File: config.mk
export PLATFORM = sky130hd
export DESIGN_NAME = span_scheduler
export DESIGN_NICKNAME = d
export VERILOG_FILES = /design/src/rtl/span_scheduler.sv
export SDC_FILE = /design/constraint.sdc
export NUM_CORES = 2
export LEC_CHECK = 0
export CAP_MARGIN = 20
export CORE_MARGIN = 2
export CORE_UTILIZATION = 39
export DETAILED_ROUTE_END_ITERATION = 10
export PLACE_DENSITY_LB_ADDON = 0.25
export SLEW_MARGIN = 20
export SYNTH_ARGS = -nofsm -noshare
export SYNTH_HDL_FRONTEND = slang
export SYNTH_SLANG_ARGS = --single-unit
File: constraint.sdc
create_clock -name clk -period 9.75 [get_ports clk]
set_input_delay 2.4375 -clock clk [delete_from_list [all_inputs] [get_ports clk]]
set_output_delay 2.4375 -clock clk [all_outputs]
set_load 0.02 [all_outputs]
File: src/rtl/span_scheduler.sv
// span_scheduler
// Merges span records from two CalcLine producers (A, B) into a small
// circular FIFO using round-robin arbitration. Spans are handed to drawline
// one at a time over the span_start/span_done handshake. A frame flush
// stops intake, lets every queued span issue, waits out drawline's write
// pipeline and then raises flush_ack so the frame buffer can be swapped.
//
// Ports
//   clk, rst              clock, asynchronous active-high reset
//   a_data/a_valid/a_ready  producer A intake (transfer on valid && ready)
//   b_data/b_valid/b_ready  producer B intake
//   span_data, span_start   registered span record and one-cycle issue pulse
//   span_done               drawline idle/ready
//   flush_req, flush_ack    end-of-frame drain handshake (level based)
//   fifo_count              current FIFO occupancy
//   busy                    FIFO non-empty or FSM not idle
//
// state   | meaning
// IDLE    | nothing in flight; issue as soon as a span is queued
// START   | span_start pulse is out; drawline samples it on this edge
// BUSY    | drawline working; wait for span_done
// DRAIN   | FIFO empty, drawline idle; counting out its write pipeline
// FLUSHED | frame drained, flush_ack high until flush_req drops
module span_scheduler #(
    parameter int DEPTH        = 4,
    parameter int DRAIN_CYCLES = 4,
    parameter int W            = 249
) (
    input  logic                     clk,
    input  logic                     rst,
    input  logic [W-1:0]             a_data,
    input  logic                     a_valid,
    output logic                     a_ready,
    input  logic [W-1:0]             b_data,
    input  logic                     b_valid,
    output logic                     b_ready,
    output logic [W-1:0]             span_data,
    output logic                     span_start,
    input  logic                     span_done,
    input  logic                     flush_req,
    output logic                     flush_ack,
    output logic [$clog2(DEPTH):0]   fifo_count,
    output logic                     busy
);

    localparam int AW = $clog2(DEPTH);
    localparam int CW = AW + 1;
    localparam logic [CW-1:0] DEPTH_C    = CW'(DEPTH);
    localparam logic [15:0]   DRAIN_LOAD = 16'(DRAIN_CYCLES);

    typedef enum logic [2:0] {IDLE, START, BUSY, DRAIN, FLUSHED} state_t;

    state_t         state;
    logic [W-1:0]   mem [DEPTH];
    logic [AW-1:0]  wr_ptr;
    logic [AW-1:0]  rd_ptr;
    logic           rr_last_b;   // 1: B won the last transfer, so A is favoured
    logic [15:0]    drain_cnt;

    logic           fifo_empty;
    logic           fifo_full;
    logic           accept_ok;
    logic           grant_a;
    logic           grant_b;
    logic           push;
    logic           pop;
    logic [W-1:0]   push_data;

    assign fifo_empty = (fifo_count == '0);
    // Readies look only at the current count, so a full FIFO refuses intake
    // even when a pop happens on the same edge.
    assign fifo_full  = (fifo_count == DEPTH_C);
    assign accept_ok  = !fifo_full && !flush_req && (state != DRAIN) && (state != FLUSHED);

    assign grant_a = a_valid && (!b_valid || rr_last_b);
    assign grant_b = b_valid && (!a_valid || !rr_last_b);
    assign a_ready = accept_ok && grant_a;
    assign b_ready = accept_ok && grant_b;

    assign push      = a_ready || b_ready;
    assign push_data = a_ready ? a_data : b_data;

    // Issue happens from IDLE or at the end of BUSY, identically in both.
    assign pop = !fifo_empty && span_done && ((state == IDLE) || (state == BUSY));

    assign busy = !fifo_empty || (state != IDLE);

    always_ff @(posedge clk) begin
        if (push) begin
            mem[wr_ptr] <= push_data;
        end
    end

    always_ff @(posedge clk or posedge rst) begin
        if (rst) begin
            state      <= IDLE;
            span_start <= 1'b0;
            flush_ack  <= 1'b0;
            span_data  <= '0;
            fifo_count <= '0;
            wr_ptr     <= '0;
            rd_ptr     <= '0;
            rr_last_b  <= 1'b1;
            drain_cnt  <= '0;
        end else begin
            span_start <= 1'b0;

            if (push) begin
                wr_ptr    <= wr_ptr + AW'(1);
                rr_last_b <= b_ready;
            end
            if (pop) begin
                rd_ptr <= rd_ptr + AW'(1);
            end
            case ({push, pop})
                2'b10:   fifo_count <= fifo_count + CW'(1);
                2'b01:   fifo_count <= fifo_count - CW'(1);
                default: fifo_count <= fifo_count;
            endcase

            case (state)
                IDLE: begin
                    if (pop) begin
                        span_data  <= mem[rd_ptr];
                        span_start <= 1'b1;
                        state      <= START;
                    end else if (flush_req && fifo_empty && span_done) begin
                        drain_cnt <= DRAIN_LOAD;
                        state     <= DRAIN;
                    end
                end
                // span_done is ignored here: drawline drops it on this edge.
                START: state <= BUSY;
                BUSY: begin
                    if (span_done) begin
                        if (pop) begin
                            span_data  <= mem[rd_ptr];
                            span_start <= 1'b1;
                            state      <= START;
                        end else if (flush_req) begin
                            drain_cnt <= DRAIN_LOAD;
                            state     <= DRAIN;
                        end else begin
                            state <= IDLE;
                        end
                    end
                end
                // The cycle in which span_done is seen counts as the first
                // drain cycle, so the ack lands on the edge where the counter
                // reaches 1.
                DRAIN: begin
                    if (!flush_req) begin
                        state <= IDLE;
                    end else if (drain_cnt <= 16'd2) begin
                        drain_cnt <= 16'd1;
                        flush_ack <= 1'b1;
                        state     <= FLUSHED;
                    end else begin
                        drain_cnt <= drain_cnt - 16'd1;
                    end
                end
                FLUSHED: begin
                    if (!flush_req) begin
                        flush_ack <= 1'b0;
                        state     <= IDLE;
                    end
                end
                default: state <= IDLE;
            endcase
        end
    end

endmodule

Word level (Yosys, flattened, before mapping) --
Memories as Yosys holds them, arrays and structs flattened. Index checks and enable logic that the tools add are counted.
Word-level totals: bits in registers 278, memory bits (writable) 996, input bits 504, output and inout port bits 257, logic and storage cells 99, memories 1
Operators by class: $add $sub $neg 5, $lt $le $gt $ge 1, eq/ne operators 19, multiplexer cells 31, reductions and logical operators 33
Memory list:
- mem | words 4, width 249, rd ports 1, clocked after Yosys merged registers in 0, wr ports 1, RTL line 54 | logic [W-1:0] mem [DEPTH];
Operators with widths (count):
- 249-bit two-way mux | 3
- 249-bit case mux with 2 select lines | 1
- 16-bit two-way mux | 7
- 16-bit case mux with 3 select lines | 1
- 3-bit two-way mux | 6
- 16-bit by 2-bit <= comparator with 1-bit output, second input constant | 1
- 16-bit by 1-bit subtractor with 16-bit output, second input constant | 1
- 3-bit case mux with 5 select lines | 1
- 2-bit != test, second input constant | 7
- 1-bit logical AND | 11
- 4-bit AND reduction | 2
- 1-bit two-way mux | 7
- 7-bit AND reduction | 1
- 3-bit by 2-bit == test with 1-bit output, second input constant | 2
- 3-bit == test, second input constant | 2
- 1-bit zero test | 6
- 3-bit zero test | 2
- 3-bit by 2-bit != test with 1-bit output, second input constant | 2
- 3-bit != test, second input constant | 2
- 3-bit case mux with 2 select lines | 1
- 2-bit nonzero test | 3
- 3-bit nonzero test | 2
- 1-bit logical OR | 5
- 2-bit by 1-bit adder with 2-bit output, second input constant | 2
- 9 further kinds | 11

Depth between registers and ports, before layout --
depth in word-level cells 9, gate-level depth with buffers 11, depth with buffers taken out 10

Worst setup path after synthesis --
Ideal clock, no wire load.
path kind in2reg, start input port flush_req, end memory mem[0][0] (enable), library setup time 642 ps, arrival time 8682 ps, required time 9108 ps, slack 426 ps, cell stages on the path 3, path buffers 0, path through a2111oi_4 -> o21a_1 -> and2_1
Between the ends: word-level cells in the longest chain between the ends 8, elaborated cells on any way between the ends 9, classes of those cells 2 x mux; 7 x reduce/logical
Ends and longest elaborated chain:
- start, declared | RTL line 40 | input logic flush_req,
- 1-bit zero test (*)
- 1-bit logical AND (*) (3 in a row) | RTL line 73 | assign accept_ok = !fifo_full && !flush_req && (state != DRAIN) && (state != FLUSHED);
- 1-bit logical AND (on tied branches) | RTL line 77, 78
- 1-bit logical OR (*) | RTL line 80 | assign push = a_ready || b_ready;
- 1-bit two-way mux (*) | RTL line 89 | if (push) begin
- 1-bit two-way mux (implied by the code) (*) | RTL line 90 | mem[wr_ptr] <= push_data;
- end, declared | RTL line 54
Mark *: on every way between the ends. The rest lies on a longest branch, timed or not.

Worst setup path in the final report --
start input port flush_req, end output port a_ready
Between the ends: word-level cells in the longest chain between the ends 5
Ends and longest elaborated chain:
- 1-bit zero test
- 1-bit logical AND (3 in a row) | RTL line 73
- 1-bit logical AND | RTL line 77 | assign a_ready = accept_ok && grant_a;
- end, declared | RTL line 33 | output logic a_ready,
No other way between the ends.

==> flow_metrics.tcl <==
set metrics [dict create \
    yosys_warnings 0 \
    die_h_microns 360.9 \
    place_ws_ps 2318 \
    tns_ps 0 \
    finalWorstSetupSlack_ps 2390 \
    drv_cap 0 \
    grt_max_degree 138 \
    die-area_sq_mm 0.1302 \
    gp_congestion 0.7874 \
    critPathRequiredTime_ps 7310 \
    ir_drop_mv 0.2285 \
    place_area_sq_mm 0.05908 \
    yosysSeqAreaShare 0.7422 \
    synth_common_cells "edfxtp_1, mux2_2, dfrtp_1, mux4_2, buf_2" \
    power-per-cell-area_mw_per_mm2 299.8 \
    cts_tree "built" \
    worstSetupEndpointType "primary output" \
    grt.overflow.total 0 \
    place_hpwl_microns 74020 \
    maxSlewViolCount 0 \
    clkLatencyLatePin_ps 740 \
    report.final.hold_viol_count 0 \
    ant_nets 0 \
    die_w_microns 360.9 \
    crit_arrival_ps 4920 \
    portBuffers 760 \
    hp-class "register to register" \
    hold_buffers 0 \
    setup_viol 0 \
    io_pins 761 \
    stdcell_area_sq_mm 0.06351 \
    synth_area_sq_mm 0.04967 \
    p_leak_nw 21.43 \
    synthFlopType "edfxtp_1" \
    crit_fanout 25 \
    rows 130 \
    slew_headroom 0.1551 \
    cts-root-buf "clkbuf_16" \
    viasPerCell 5.196 \
    cts_made_buffers 136 \
    drt-pass1-iter-count 5 \
    cts.path.max_buffers 3 \
    core_area_sq_mm 0.1261 \
    grt_pass1_wl_microns 178300 \
    async_flop_share 0.2182 \
    antenna_found_initial 33 \
    final.min_clock_period_ps 7360 \
    grt_use_total 0.1838 \
    startpoint_type "primary input" \
    grt_pass1_vias 27210 \
    r2r_slack_ps 5660 \
    ys_types 52 \
    finish.net_count 3604 \
    rsz0062_at_grt "no" \
    synth.top_cell.area_share 0.6021 \
    drive_gt1_frac 0.3066 \
    worst-r2r-cell-count 6 \
    synth-seq-cells 1274 \
    drc 0 \
    routed_wirelength_microns 120800 \
    cts.sinks 1274 \
    synth_top_cell_by_area "edfxtp_1" \
    synthToLayoutAreaGrowth_pct 27.85 \
    path_clk_slew_ps 60 \
    vias 25260 \
    synthTopCellsByArea "edfxtp_1, dfrtp_1, mux4_2" \
    period_share 0.7548 \
    syn_inst 2281 \
    fin_skew_ps 27.49 \
    drtIter0Drc 1428 \
    syn-num-nets 2793 \
    synth_enable_flop_cells 996 \
    crit_type "primary input to primary output" \
    cts.repair.resized 0 \
    htree_levels 4 \
    post-synth-top-count-cell "edfxtp_1" \
    fmax_ghz 0.1359 \
    status "finished clean" \
    start_util 0.3940 \
    post-cts-setup-buffers 0 \
    holdPathStages 1 \
    syn_area_per_cell_sq_um 21.78 \
    wire_per_inst_microns 24.84 \
    worstMarginPinSlew_ps 1267 \
]
==> metrics by stage <==
stage                     cells  hold WS, ps  total power, mW  utilization
after floorplan            2281        450.5            11.81            -
after global placement     4603        467.1            14.07       0.4687
after detailed placement   4603        493.4            14.24       0.4687
after CTS                  4852        500.8            19.32       0.5034
after global routing       4861        516.3            19.93       0.5038
final                      4862        498.5            19.04       0.5038
==> report_power, final <==
part           internal (mW)  switching [mW]
registers               7.31           0.570
clock network           2.96            2.07
logic                   3.08            3.04
==> per-layer routing <==
metal	global-route usage	share of wire	vias up
li1	-	-	10920
met4	0.05726	0.024	50
met3	0.06299	0.081	206
met5	0	0.0028	-
met1	0.2218	0.38	13270
met2	0.3103	0.51	816
==> kinds of logic (layout without fill, tap and decap cells) <==
logic type               Yosys count  after routing  synth area share
AO/OA/AOI/OAI                     51             51          0.007179
XOR/XNOR                           6              6          0.001058
adder cells (fa/ha/maj)            8              8          0.002166
buffers and inverters            131           1053           0.01431
flip-flops                      1274           1274            0.7422
multiplexers                     747            747            0.2258
other                              0              9                 0
AND/OR/NAND/NOR                   64             64          0.007305
==> sequential cells by signal, summed over array words and instances (netlist names) <==
name,flops
rr_last_b,1
mem,996
drain_cnt,16
fifo_count,3
rd_ptr,2
span_start,1
state,3
span_data,249
wr_ptr,2
flush_ack,1
==> cell usage in the layout (no fill, tap or decap), types with 11 or more instances in the layout <==
cell / count
mux2_2: 490
clkbuf_1: 40
clkinv_1: 14
edfxtp_1: 996
buf_12: 12
inv_1: 15
dfrtp_1: 275
nand2_1: 15
clkbuf_16: 142
buf_4: 15
clkinv_2: 22
clkdlybuf4s50_1: 760
clkbuf_8: 16
o21ai_0: 11
a21oi_1: 15
mux4_2: 249
==> path summary, 6_finish.rpt <==
path	from	to
max	flush_req	a_ready
min	drain_cnt[10]	drain_cnt[10]
max reg2reg	state[0]	mem[2][40]
min reg2reg	drain_cnt[10]	drain_cnt[10]
max in group asynchronous	rst	span_data[108]
min in group asynchronous	rst	span_data[87]
==> critical path, cell delays in order <==
cell             delay (ps)
clkdlybuf4s50_1         630
a2111oi_4               490
and3_4                  600
clkdlybuf4s50_1         710
==> cell type report <==
cell class              count  area [sq um]
flip-flops and latches   1274         36870
fillers                 10090         62550
well taps                1650          2064
multi-input cells         876         12120
inverters                  16         63.81
diodes                      9         22.52
clock buffers             198          3924
repair buffers            788          7988
clock inverters            51         454.2
Power figures use the tool's default switching activity.
